**src/rtl/operand_router_pkg.sv**
```systemverilog
// Shared constants for the operand router: immediate codes and select-code layout.
package operand_router_pkg;

    // Immediate select codes
    localparam logic [1:0] SEL_I_ZERO   = 2'b00;
    localparam logic [1:0] SEL_I_PLUS1  = 2'b01;
    localparam logic [1:0] SEL_I_MINUS1 = 2'b10;
    localparam logic [1:0] SEL_I_RSVD   = 2'b11;

    // Select-code positions that follow the NSRC bank ports
    typedef struct packed {
        logic [31:0] temp;
        logic [31:0] zero;
        logic [31:0] ones;
    } sel_offsets_t;

    // Returns the temp/zero/all-ones select codes for a given bank port count
    function automatic sel_offsets_t sel_offsets(input int unsigned nsrc);
        sel_offsets_t offs;
        offs.temp = 32'(nsrc);
        offs.zero = 32'(nsrc + 32'd1);
        offs.ones = 32'(nsrc + 32'd2);
        return offs;
    endfunction

endpackage

```
**src/rtl/operand_router_mux.sv**
```systemverilog
// One operand path: pick a bank word, the temp register (with writeback
// forwarding), or a constant, then optionally invert it.
module operand_mux
    import operand_router_pkg::*;
#(
    parameter int W    = 24,
    parameter int NSRC = 4,
    parameter int SELW = $clog2(NSRC + 3)
) (
    input  logic [NSRC*W-1:0] src_data,
    input  logic [SELW-1:0]   sel,
    input  logic              inv,
    input  logic [W-1:0]      temp_val,
    input  logic              ld,
    input  logic              clr,
    input  logic [W-1:0]      au_result,
    output logic [W-1:0]      operand
);

    localparam sel_offsets_t OFFS = sel_offsets(NSRC);
    localparam logic [SELW-1:0] SEL_TEMP = SELW'(OFFS.temp);
    localparam logic [SELW-1:0] SEL_ZERO = SELW'(OFFS.zero);
    localparam logic [SELW-1:0] SEL_ONES = SELW'(OFFS.ones);

    logic [W-1:0] src_word_s;
    logic [W-1:0] fwd_word_s;
    logic [W-1:0] sel_word_s;

    // Bank word addressed by the select code (zero when code is not a bank port)
    always_comb begin
        src_word_s = {W{1'b0}};
        for (int k = 0; k < NSRC; k++) begin
            if (sel == SELW'(k)) begin
                src_word_s = src_data[k*W +: W];
            end else begin
                src_word_s = src_word_s;
            end
        end
    end

    // Temp value as it will be after this edge: clear beats load beats hold
    always_comb begin
        if (clr) begin
            fwd_word_s = {W{1'b0}};
        end else if (ld) begin
            fwd_word_s = au_result;
        end else begin
            fwd_word_s = temp_val;
        end
    end

    // Select first, invert second; reserved codes fall through to zero
    always_comb begin
        sel_word_s = {W{1'b0}};
        if (sel < SELW'(NSRC)) begin
            sel_word_s = src_word_s;
        end else if (sel == SEL_TEMP) begin
            sel_word_s = fwd_word_s;
        end else if (sel == SEL_ZERO) begin
            sel_word_s = {W{1'b0}};
        end else if (sel == SEL_ONES) begin
            sel_word_s = {W{1'b1}};
        end else begin
            sel_word_s = {W{1'b0}};
        end
        operand = inv ? ~sel_word_s : sel_word_s;
    end

endmodule

```
**src/rtl/operand_router.sv**
```systemverilog
// Operand router: builds registered R/S/I operands for the AU behind a
// valid/ready stage and holds the RQ/RD writeback temp registers.
module operand_router
    import operand_router_pkg::*;
#(
    parameter int W    = 24,
    parameter int NSRC = 4,
    parameter int SELW = $clog2(NSRC + 3)
) (
    input  logic              clk,
    input  logic              rst,
    input  logic [NSRC*W-1:0] src_data,
    input  logic [SELW-1:0]   sel_R,
    input  logic [SELW-1:0]   sel_S,
    input  logic              inv_R,
    input  logic              inv_S,
    input  logic [1:0]        sel_I,
    input  logic              in_valid,
    output logic              in_ready,
    input  logic [W-1:0]      au_result,
    input  logic              ld_q,
    input  logic              ld_d,
    input  logic              clr_q,
    input  logic              clr_d,
    output logic [W-1:0]      R,
    output logic [W-1:0]      S,
    output logic [W-1:0]      I,
    output logic              msb_R,
    output logic              msb_S,
    output logic              out_valid,
    input  logic              out_ready,
    output logic [W-1:0]      rq,
    output logic [W-1:0]      rd
);

    logic [W-1:0] r_r, s_r, i_r, rq_r, rd_r;
    logic         msb_r_r, msb_s_r, out_valid_r;
    logic [W-1:0] r_next_s, s_next_s, i_next_s;
    logic         accept_s;

    operand_mux #(.W(W), .NSRC(NSRC), .SELW(SELW)) u_mux_r (
        .src_data  (src_data),
        .sel       (sel_R),
        .inv       (inv_R),
        .temp_val  (rq_r),
        .ld        (ld_q),
        .clr       (clr_q),
        .au_result (au_result),
        .operand   (r_next_s)
    );

    operand_mux #(.W(W), .NSRC(NSRC), .SELW(SELW)) u_mux_s (
        .src_data  (src_data),
        .sel       (sel_S),
        .inv       (inv_S),
        .temp_val  (rd_r),
        .ld        (ld_d),
        .clr       (clr_d),
        .au_result (au_result),
        .operand   (s_next_s)
    );

    // Ready when the output slot is empty or draining this cycle
    always_comb begin
        in_ready = !out_valid_r || out_ready;
        accept_s = in_valid && in_ready;
    end

    // Immediate operand decode
    always_comb begin
        case (sel_I)
            SEL_I_ZERO:   i_next_s = {W{1'b0}};
            SEL_I_PLUS1:  i_next_s = W'(1);
            SEL_I_MINUS1: i_next_s = {W{1'b1}};
            SEL_I_RSVD:   i_next_s = {W{1'b0}};
            default:      i_next_s = {W{1'b0}};
        endcase
    end

    // Output stage: load on accept, hold under backpressure, drop valid after transfer
    always_ff @(posedge clk) begin
        if (rst) begin
            r_r         <= {W{1'b0}};
            s_r         <= {W{1'b0}};
            i_r         <= {W{1'b0}};
            msb_r_r     <= 1'b0;
            msb_s_r     <= 1'b0;
            out_valid_r <= 1'b0;
        end else if (accept_s) begin
            r_r         <= r_next_s;
            s_r         <= s_next_s;
            i_r         <= i_next_s;
            msb_r_r     <= r_next_s[W-1];
            msb_s_r     <= s_next_s[W-1];
            out_valid_r <= 1'b1;
        end else if (out_valid_r && out_ready) begin
            out_valid_r <= 1'b0;
        end
    end

    // Temp registers update every cycle regardless of the handshake; clear wins
    always_ff @(posedge clk) begin
        if (rst) begin
            rq_r <= {W{1'b0}};
            rd_r <= {W{1'b0}};
        end else begin
            if (clr_q) begin
                rq_r <= {W{1'b0}};
            end else if (ld_q) begin
                rq_r <= au_result;
            end
            if (clr_d) begin
                rd_r <= {W{1'b0}};
            end else if (ld_d) begin
                rd_r <= au_result;
            end
        end
    end

    assign R         = r_r;
    assign S         = s_r;
    assign I         = i_r;
    assign msb_R     = msb_r_r;
    assign msb_S     = msb_s_r;
    assign out_valid = out_valid_r;
    assign rq        = rq_r;
    assign rd        = rd_r;

endmodule

```
**config.mk**
```make
export PLATFORM = sky130hd
export DESIGN_NAME = operand_router
export DESIGN_NICKNAME = d
export VERILOG_FILES = /design/src/rtl/operand_router_pkg.sv /design/src/rtl/operand_router_mux.sv /design/src/rtl/operand_router.sv
export SDC_FILE = /design/constraint.sdc
export NUM_CORES = 1
export LEC_CHECK = 0
export CORE_ASPECT_RATIO = 0.9
export CORE_MARGIN = 4
export CORE_UTILIZATION = 35
export DETAILED_ROUTE_END_ITERATION = 10
export PLACE_DENSITY = 0.67
export SLEW_MARGIN = 15
export SYNTH_ARGS = -nofsm -noshare
export SYNTH_HDL_FRONTEND = slang
export SYNTH_SLANG_ARGS = --single-unit
```
**constraint.sdc**
```tcl
create_clock -name clk -period 2.52 [get_ports clk]
set_clock_uncertainty 0.05 [all_clocks]
set_input_delay 0.252 -clock clk [delete_from_list [all_inputs] [get_ports clk]]
set_output_delay 0.252 -clock clk [all_outputs]
set_load 0.01 [all_outputs]
```
==> parameters.txt, run 1 <==
Parameter                              Value

Routing
  Number of nets still failing antenna checks after routing ... 0
  First-pass iteration count of the detailed router ... 5
  1st-iter DRT viols ... 495
  Total vias in the final route ... 6229
  Per-cell via count in the routed design ... 5.459
  Residual DRC ... 0
  Average detailed-routed wire length per instance ... 22.49 um
  Detailed Route WL ... 25670 um

Pwr
  Part of the total power dissipated in combinational logic ... 28.7%
  Register share of total power ... 36.8%
  Clock network fraction of design power ... 34.5%
  Int Power ... 3.315 mW
  NetSw ... 1.376 mW
  P per Cell Area ... 496.1 nW/um^2
  Maximum resistive drop on vdd ... 310.8 uV
  Leak Pwr ... 3.686 nW
  Sw frac ... 29.32%

Timing
  Hold Violations, Final ... 0
  Unrepaired setup endpoints after global routing ... false
  Worst rel slew slack ... 23.33%
  Transition time at the pin with the least slew margin ... 1149 ps
  Slack of the critical path ... 259.5 ps
  Final-report setup violation count ... 0
  Fmax ... 442.4 MHz
  Slew Limit Fails ... 0
  Final period utilization ... 89.70%
  Fin crit period ... 2261 ps
  Final-layout worst hold slack ... 455.7 ps

Worst setup path
  Required time of the critical path ... 2740 ps
  Combined buffer and inverter count along the critical path ... 1
  Crit Path Class ... in2reg
  Worst-case register-to-register setup slack ... 890 ps
  CP Capture Type ... flop
  Arrival time at the worst endpoint ... 2480 ps
  Delay of the slowest cell on the worst path ... 930 ps
  Startpoint of the worst-slack reg-to-reg timing path ... out_valid$_SDFFE_PP0P_
  Critical-path maximum fanout ... 24
  Terminus of the critical flop-to-flop path ... R[20]$_SDFFE_PP0P_
  Startpoint kind of the worst setup timing path ... primary input
  Series of cell instances along the critical path ... clkdlybuf4s50_1, nor2b_2, a22oi_1, nand4_1, nor3b_1
  Crit-path slowest cell ... nor2b_2
  Cells on worst reg2reg path ... 5
  Top delay family on crit path ... simple AND/OR/NAND/NOR gates

Floorplanning
  Die height ... 138.7 um
  Die width ... 153.3 um
  Placeable core area ... 18520 um^2
  Row count ... 47
  Num ports ... 262
  Initial core utilization ... 35.89%
  Area of the die ... 21270 um^2

Final layout
  Area delta synth->final ... 42.25%
  Diode count ... 0
  Final standard cell count with taps included and fillers excluded ... 1141
  Layout cell share with drive strength beyond 1 ... 10.71%
  Share of the core filled with cells in the final layout ... 51.05%
  Final standard cell area without fillers ... 9457 um^2
  Post-layout net count ... 1031
  Total area of multi-input combinational cells ... 4009 um^2
  Storage element area ... 1982 um^2
  Filler cell count ... 1744

GRT
  Via count of the first global-routing pass ... 6106
  Antenna violations before repair ... 0
  Overall overflow remaining after global route ... 0
  GRT Resource Usage Total ... 23.08%
  Maximum number of pins on one net before global-route repair ... 43
  Wire length of the first global-routing pass ... 38250 um

Place
  # placed instances ... 1126
  Final weighted congestion of routability-driven global placement ... 0.9055
  I/O Buffers ... 261
  Post-detail-place hpwl ... 19770 um
  Cell area reported after detailed placement ... 9120 um^2
  Post-Place Setup Slack ... -101.0 ps

Worst hold path
  Cell depth of the worst min-delay path ... 2
  Hold Crit Endpoint ... I[0]$_SDFFE_PP0P_
  Start point of the worst min-delay path ... I[0]$_SDFFE_PP0P_
  Hold/Removal Path Class ... reg2reg

Clock network
  Clock-pin slew of the registers on the worst-case setup and hold paths ... 70 ps
  Total clock buffers created by CTS ... 9
  Buffers inserted during post-CTS setup optimization ... 0
  CTS max path bufs ... 2
  Quantity of hold-fixing buffers added after cts ... 0
  TritonCTS clock tree ... built
  Depth of the CTS H-tree ... 3
  Clock Tree Root ... clkbuf_16
  Resize count post-CTS ... 0
  Insertion delay of the later-clocked pin in the worst-skew pair ... 350 ps
  Total number of clock tree sinks ... 99

Status
  Run status ... finished clean

Job
  Number of max-capacitance violations reported ... 0

Synth
  Flip-flop and latch count after synthesis ... 99
  Sequential-to-total area share from yosys stat ... 29.81%
  Number of library cell types mapped by synthesis ... 27
  Post-synthesis instance area ... 6648 um^2
  Total nets after synthesis ... 843
  Syn. warnings ... 0
  Synth Area per Inst ... 9.443 um^2
  Number of instances in the synthesized netlist ... 704
-- cell usage in the layout, fill, tap and decap left out, drive strengths merged, types with 4 or more instances in the layout --
cell,Yosys,routed
mux2i,145,145
nor2,52,52
dfxtp,99,99
a21oi,49,49
buf,73,22
a22oi,48,48
o21bai,48,48
o211ai,48,48
inv,2,4
clkbuf,30,10
nand4,48,48
nor3b,48,48
clkdlybuf4s50,0,258
or2,4,4
-- power groups by stage --
stage / combinational, mW / clock, mW / sequential [mW]
finish: 1.35 / 1.62 / 1.73
global route: 1.44 / 1.71 / 1.74
CTS: 1.35 / 1.65 / 1.73
detailed placement: 1.34 / 0 / 1.76
global placement: 1.34 / 0 / 1.76
floorplan: 0.662 / 0 / 1.80
-- flip-flops by register name, summed over array words and instances, names as in the netlist --
register,cells
S,24
out_valid,1
R,24
rd,24
rq,24
I,2
-- worst register-to-register path: cells and delay by family, from the launching register on --
family / cells / cell delay [ps]
and+or+nand+nor: 4 / 900
DFF: 1 / 310
buffers and inverters: 1 / 260
-- worst max path at each step --
stage,start,endpoint,slack [ps],cells after the start
2_1_floorplan,out_valid$_SDFFE_PP0P_,S[13]$_SDFFE_PP0P_,1020,8
3_3_place_gp,sel_R[1],R[3]$_SDFFE_PP0P_,-50,5
3_5_place_dp,sel_R[1],R[3]$_SDFFE_PP0P_,-100,5
4_1_cts,sel_R[1],R[3]$_SDFFE_PP0P_,250,5
5_1_grt,sel_R[1],R[3]$_SDFFE_PP0P_,190,5
6_report,sel_R[1],R[3]$_SDFFE_PP0P_,260,5
-- Yosys cell counts --
cell / instances / area share, %
and2_1: 1 / 0.094
buf_6: 8 / 1.4
nor2_1: 52 / 2.9
nor3b_1: 15 / 1.7
nand2b_1: 3 / 0.28
dfxtp_1: 99 / 30
buf_4: 41 / 4.6
o211ai_1: 28 / 3.2
inv_1: 2 / 0.11
or2_1: 2 / 0.19
or2_2: 2 / 0.19
o21bai_1: 48 / 5.4
buf_1: 2 / 0.11
nand3b_1: 2 / 0.23
a22oi_1: 48 / 5.4
clkbuf_1: 29 / 1.6
ha_1: 1 / 0.19
buf_8: 3 / 0.68
buf_2: 19 / 1.4
clkbuf_4: 1 / 0.11
mux2i_1: 145 / 22
nor2b_1: 2 / 0.19
o211ai_2: 20 / 3.8
nand4_1: 48 / 4.5
a21oi_1: 49 / 3.7
a211oi_1: 1 / 0.11
nor3b_2: 33 / 6.2
-- per-layer routing --
layer	part of all wire (%)	track usage [%]
met1	46	32.73
met2	44	33.91
met3	8.0	7.239
met4	1.8	6.095
met5	0	0
-- cell type report --
type | instances | area share (%)
multi-input cells | 500 | 42.39
inverters | 2 | 0.07939
clock inverters | 5 | 1.138
well taps | 245 | 3.242
flip-flops and latches | 99 | 20.96
clock buffers | 10 | 2.421
repair buffers | 280 | 29.77
-- kinds of logic after synthesis --
| kind of cell | share of synthesized area [%] |
|---|---|
| AND/OR/NAND/NOR | 16.53 |
| adder cells (fa/ha/maj) | 0.1882 |
| multiplexers | 21.83 |
| flip-flops | 29.81 |
| AO/OA/AOI/OAI | 21.57 |
| buffers and inverters | 10.07 |
-- metrics by stage --
stage | setup TNS (ps) | total power, mW
2_1_floorplan | 0 | 2.458
3_3_place_gp | -48.71 | 3.100
3_5_place_dp | -535.0 | 3.102
4_1_cts | 0 | 4.721
5_1_grt | 0 | 4.886
6_report | 0 | 4.691
No activity file was read; power rests on OpenSTA's default activity.
==> run 2, diff against run 1 <==
--- a/config.mk
+++ b/config.mk
@@ -5,11 +5,11 @@
 export SDC_FILE = /design/constraint.sdc
 export NUM_CORES = 1
 export LEC_CHECK = 0
+export ABC_AREA = 1
 export CORE_ASPECT_RATIO = 0.9
-export CORE_MARGIN = 4
 export CORE_UTILIZATION = 35
 export DETAILED_ROUTE_END_ITERATION = 10
-export PLACE_DENSITY = 0.67
+export PLACE_DENSITY = 0.66
 export SLEW_MARGIN = 15
 export SYNTH_ARGS = -nofsm -noshare
 export SYNTH_HDL_FRONTEND = slang
==> parameters.txt, run 2 <==
Parameter                              Value

Status
  Run status ... finished clean

Floorplanning
  Die width ... 149.9 um
  Area of the die ... 20260 um^2
  Die height ... 135.1 um
  Num ports ... 262
  Placeable core area ... 19220 um^2
  Initial core utilization ... 35.87%
  Row count ... 48

Routing
  1st-iter DRT viols ... 646
  Met3 layer wire length in the routed design ... 2694 um
  Total vias in the final route ... 8454
  Uppermost layer routed ... met4
  M1 wire length ... 13640 um
  Detailed Route WL ... 28140 um
  First-pass iteration count of the detailed router ... 8
  Residual DRC ... 0
  Per-cell via count in the routed design ... 5.065
  Number of nets still failing antenna checks after routing ... 0
  Average detailed-routed wire length per instance ... 16.86 um
  Detail Route met2 WL ... 11370 um

Pwr
  Leak Pwr ... 4.571 nW
  P per Cell Area ... 467.4 nW/um^2
  Register share of total power ... 37.2%
  Part of the total power dissipated in combinational logic ... 31.9%
  Maximum resistive drop on vdd ... 313.0 uV
  Sw frac ... 31.87%
  Clock network fraction of design power ... 30.9%
  Int Power ... 3.185 mW
  NetSw ... 1.490 mW

Synth
  Flip-flop and latch count after synthesis ... 99
  Total nets after synthesis ... 1344
  Yosys top cell area share ... 28.75%
  Library cell occupying the most area in the post-synthesis netlist ... dfxtp_1
  Async SR Flop Fraction ... 0%
  Number of flops mapped to enable cells by yosys ... 0
  Sequential-to-total area share from yosys stat ... 28.75%
  Syn. warnings ... 0
  Post-synthesis instance area ... 6893 um^2
  Number of instances in the synthesized netlist ... 1205
  Leading register cell type out of synthesis ... dfxtp_1
  Most frequent cells after synthesis ... nand2_1, nor2_1, nand3_1
  Largest cells by area after synthesis ... dfxtp_1, nand2_1, nor2_1, nand3_1, a21oi_1
  Count leader, synth ... nand2_1
  Number of library cell types mapped by synthesis ... 27
  Synth Area per Inst ... 5.720 um^2

GRT
  Via count of the first global-routing pass ... 7203
  Maximum number of pins on one net before global-route repair ... 69
  Overall overflow remaining after global route ... 0
  GRT Resource Usage Total ... 26.92%
  Wire length of the first global-routing pass ... 41570 um
  Antenna violations before repair ... 0

Final layout
  Filler cell count ... 1969
  Area delta synth->final ... 45.11%
  Highest-count cells in the layout ignoring fill and taps ... nand2_1, clkdlybuf4s50_1, nor2_1
  Post-layout net count ... 1554
  Most common cell after layout, fill and taps aside ... nand2_1
  Diode count ... 0
  Layout cell share with drive strength beyond 1 ... 5.074%

Timing
  Slack of the critical path ... 475.6 ps
  Worst rel slew slack ... 40.75%
  Final-layout worst hold slack ... 475.7 ps
  Slew Limit Fails ... 0
  Fin crit period ... 2044 ps
  Final-report setup violation count ... 0
  Sum Neg Setup Slack ... 0 ps
  Unrepaired setup endpoints after global routing ... false
  Transition time at the pin with the least slew margin ... 887.8 ps
  Hold Violations, Final ... 0
  Final period utilization ... 81.13%
  Fmax ... 489.1 MHz

Place
  I/O Buffers ... 261
  Post-detail-place hpwl ... 22210 um
  Post-Place Setup Slack ... 259.9 ps
  Final weighted congestion of routability-driven global placement ... 0.9587

Clock network
  TritonCTS clock tree ... built
  Total clock buffers created by CTS ... 9
  Total number of clock tree sinks ... 99
  Clock-pin slew of the registers on the worst-case setup and hold paths ... 60 ps
  Depth of the CTS H-tree ... 3
  Quantity of hold-fixing buffers added after cts ... 0
  Clock Tree Root ... clkbuf_16
  Insertion delay of the later-clocked pin in the worst-skew pair ... 350 ps
  Resize count post-CTS ... 0
  Buffers inserted during post-CTS setup optimization ... 0
  CTS max path bufs ... 2

Worst hold path
  Hold/Removal Path Class ... reg2reg

Worst setup path
  Crit Path Class ... reg2out
  Crit-path slowest cell ... dfxtp_1
  Top delay family on crit path ... flip-flops
  Startpoint kind of the worst setup timing path ... flop
  Combined buffer and inverter count along the critical path ... 1
  Delay of the slowest cell on the worst path ... 730 ps
  Arrival time at the worst endpoint ... 1740 ps
  Series of cell instances along the critical path ... clkdlybuf4s50_1
  Critical-path maximum fanout ... 24
  CP Capture Type ... primary output
  Required time of the critical path ... 2220 ps

Job
  Number of max-capacitance violations reported ... 0
-- run 2: cell types whose count changed after synthesis, sizes merged, moves of 67 or more --
cell,change
inv,+102
mux2i,-145
nand2,+315
nand3,+124
nor2,+160
o21ai,+67
-- run 2: layout make-up --
type	instances	area, um^2	share of cell area (%)
Tap cell	250	312.8	3.127
Multi-Input combinational cell	896	3989	39.88
Clock inverter	3	46.29	0.4628
Sequential cell	99	1982	19.81
Timing Repair Buffer	305	3025	30.25
Inverter	104	390.4	3.903
Clock buffer	12	256.5	2.564
-- run 2: layer usage --
layer / vias to the layer above / track usage [%]
met3: 28 / 3.838
li1: 4250 / -
met5: - / 0
met1: 3731 / 41.91
met4: 0 / 6.341
met2: 445 / 38.17
-- run 2: worst paths after layout --
check | slack [ps] | endpoint | from | depth (start not counted)
max | 480 | I[6] | I[22]$_SDFFE_PP0P_ | 1
min | 480 | out_valid$_SDFFE_PP0P_ | out_valid$_SDFFE_PP0P_ | 2
max reg2reg | 940 | S[17]$_SDFFE_PP0P_ | out_valid$_SDFFE_PP0P_ | 8
min reg2reg | 480 | out_valid$_SDFFE_PP0P_ | out_valid$_SDFFE_PP0P_ | 2
-- run 2: worst min-delay path, cell delays in order, from the launching register on --
cell	delay, ps
dfxtp_1	310
nand2_1	100
a21oi_1	70
-- run 2: per-stage QoR --
stage,std cells,util (%),power [mW],instance area (um^2)
final,1669,52.04,4.675,10000
after global routing,1669,52.04,4.893,10000
after CTS,1669,52.04,4.683,10000
after detailed placement,1654,50.47,3.253,9699
after global placement,1654,50.47,3.249,9699
after floorplan,1205,-,2.504,6893
-- run 2: kinds of logic (layout without fill, tap and decap cells) --
| logic type | count (synthesis) | in the layout | share of synthesized area (%) |
|---|---|---|---|
| adders and majority gates | 1 | 1 | 0.1815 |
| AOI/OAI and AO/OA | 195 | 195 | 15.16 |
| and+or+nand+nor | 700 | 700 | 42.53 |
| DFF | 99 | 99 | 28.75 |
| buffers and inverters | 210 | 424 | 13.38 |
-- run 2: power by group through the flow --
stage	Sequential, mW	Clock, mW	Combinational, mW
global placement	1.78	0	1.47
finish	1.74	1.44	1.49
floorplan	1.81	0	0.698
detailed placement	1.78	0	1.48
global route	1.75	1.52	1.62
CTS	1.74	1.46	1.48
==> run 3, diff against run 2 <==
==> constraint.sdc (replaced) <==
create_clock -name clk -period 2 [get_ports clk]
set_clock_uncertainty 0.05 [all_clocks]
set_input_delay 0.2 -clock clk [delete_from_list [all_inputs] [get_ports clk]]
set_output_delay 0.2 -clock clk [all_outputs]
set_load 0.01 [all_outputs]
==> parameters.txt, run 3 (synthesis results as in run 2) <==
Parameter                              Value

Status
  Run status ... finished clean

GRT
  Grt met2 use ... 38.19%
  Wire length of the first global-routing pass ... 40860 um
  Overall overflow remaining after global route ... 0
  Layer with the highest usage after global routing ... met1
  Antenna violations before repair ... 0
  Via count of the first global-routing pass ... 7292
  Maximum number of pins on one net before global-route repair ... 69
  GRT Resource Usage Total ... 26.27%
  Global-route track usage on met1 ... 40.29%
  Met3 routing resource usage after global routing ... 4.242%

Worst setup path
  Delay of the slowest cell on the worst path ... 630 ps
  Worst-case register-to-register setup slack ... 650 ps
  CP Capture Type ... flop
  Required time of the critical path ... 2190 ps
  Cells on worst reg2reg path ... 7
  Crit-path slowest cell ... clkdlybuf4s50_1
  Top delay family on crit path ... buffers and inverters
  Combined buffer and inverter count along the critical path ... 3
  Startpoint kind of the worst setup timing path ... primary input
  Critical-path maximum fanout ... 10
  Series of cell instances along the critical path ... clkdlybuf4s50_1, buf_4, nand2_1, nor2_2, a21oi_1, o21ai_1, nand2_1, nand2_1, nand3_1, nand2_1, inv_1
  Most numerous cell on the critical path ... nand2_1
  Arrival time at the worst endpoint ... 2000 ps
  Terminus of the critical flop-to-flop path ... S[2]$_SDFFE_PP0P_
  Startpoint of the worst-slack reg-to-reg timing path ... out_valid$_SDFFE_PP0P_
  Crit Path Class ... in2reg

Place
  Post-detail-place hpwl ... 21080 um
  I/O Buffers ... 261
  Final weighted congestion of routability-driven global placement ... 0.9700
  Post-Place Setup Slack ... -146.0 ps

Floorplanning
  Placeable core area ... 19220 um^2
  Area of the die ... 20260 um^2
  Die width ... 149.9 um
  Initial core utilization ... 35.87%
  Row count ... 48
  Die height ... 135.1 um
  Num ports ... 262

Timing
  Fmax ... 552.6 MHz
  Transition time at the pin with the least slew margin ... 914.2 ps
  Hold Violations, Final ... 0
  Slew Limit Fails ... 0
  Fin crit period ... 1810 ps
  Slack of the critical path ... 190.2 ps
  Sum Neg Setup Slack ... 0 ps
  Unrepaired setup endpoints after global routing ... false
  Worst rel slew slack ... 38.99%
  Final-layout worst hold slack ... 441.1 ps
  Final period utilization ... 90.49%
  Final-report setup violation count ... 0

Routing
  Residual DRC ... 0
  First-pass iteration count of the detailed router ... 5
  Per-cell via count in the routed design ... 5.099
  Total vias in the final route ... 8535
  Number of nets still failing antenna checks after routing ... 0
  Detailed Route WL ... 27080 um
  Average detailed-routed wire length per instance ... 16.18 um
  1st-iter DRT viols ... 679

Clock network
  Clock-pin slew of the registers on the worst-case setup and hold paths ... 70 ps
  Insertion delay of the later-clocked pin in the worst-skew pair ... 340 ps
  Depth of the CTS H-tree ... 3
  TritonCTS clock tree ... built
  CTS max path bufs ... 2
  Total number of clock tree sinks ... 99
  Clock Tree Root ... clkbuf_16
  Buffers inserted during post-CTS setup optimization ... 0
  Total clock buffers created by CTS ... 9
  Quantity of hold-fixing buffers added after cts ... 0

Final layout
  Filler cell count ... 1966
  Diode count ... 0
  Most common cell after layout, fill and taps aside ... nand2_1
  Highest-count cells in the layout ignoring fill and taps ... nand2_1, clkdlybuf4s50_1, nor2_1
  Area delta synth->final ... 46.83%
  Storage element area ... 1983 um^2
  Share of the core filled with cells in the final layout ... 52.66%
  Layout cell share with drive strength beyond 1 ... 5.407%
  Post-layout net count ... 1559
  Total area of multi-input combinational cells ... 3989 um^2

Pwr
  P per Cell Area ... 566.0 nW/um^2
  Overall power of the completed layout ... 5.728 mW
  Maximum resistive drop on vdd ... 398.7 uV
  Leak Pwr ... 4.612 nW

Worst hold path
  Hold Crit Endpoint ... out_valid$_SDFFE_PP0P_
  Hold/Removal Path Class ... in2reg
  Cell depth of the worst min-delay path ... 3
  Start point of the worst min-delay path ... in_valid

Job
  Number of max-capacitance violations reported ... 0
[run 3: cell count changes in the layout (fill, tap and decap cells not counted), sizes merged]
cell,change
bufinv,-1
clkinvlp,+1
buf,+5
[run 3: worst max path at each step]
stage | slack (ps) | to | start | cells after the start
after floorplan | 500 | R[0]$_SDFFE_PP0P_ | out_valid$_SDFFE_PP0P_ | 8
after global placement | -80 | R[18]$_SDFFE_PP0P_ | sel_R[1] | 11
after detailed placement | -150 | R[18]$_SDFFE_PP0P_ | sel_R[1] | 11
after CTS | 210 | R[18]$_SDFFE_PP0P_ | sel_R[1] | 11
after global routing | 10 | R[8]$_SDFFE_PP0P_ | sel_R[1] | 11
final | 190 | R[12]$_SDFFE_PP0P_ | sel_R[1] | 11
[run 3: area by class of cell]
class / instances / share of cell area [%]
well taps: 250 / 3.091
inverters: 104 / 3.857
clock buffers: 12 / 2.435
repair buffers: 310 / 31.38
multi-input cells: 896 / 39.41
clock inverters: 3 / 0.2349
flip-flops and latches: 99 / 19.59
[run 3: per-layer routing]
metal | part of all wire [%] | wire length [um] | up-vias
li1 | - | - | 4262
met1 | 48 | 12980 | 3795
met2 | 41 | 11110 | 463
met3 | 10 | 2754 | 15
met4 | 0.85 | 229 | 0
met5 | 0 | 0 | -
[run 3: worst reg2reg max path, cell delays in order, from the launching register on]
cell	delay, ps
dfxtp_1	310
nand2_1	100
nand2_1	100
inv_2	110
buf_12	250
nand2_1	110
nor2_1	150
nor2_1	60
[run 3: stage by stage]
stage	instances	cell area, um^2
6_report	1674	10120
2_1_floorplan	1205	6893
3_3_place_gp	1659	9849
4_1_cts	1674	10120
3_5_place_dp	1659	9849
5_1_grt	1674	10120
[run 3: timing repair]
item / CTS / global route
resized for setup: 1 / 0
endpoints found under the setup margin: 23 / 0
endpoints found under the hold margin: 0 / 0
[run 3: report_power, final]
group	switching, mW	leakage [nW]	internal (mW)	total, mW
Combinational	1.00	3.67	0.900	1.90
Sequential	0.0855	0.817	2.10	2.19
Clock	0.761	0.125	0.877	1.64
Total	1.85	4.61	3.88	5.73
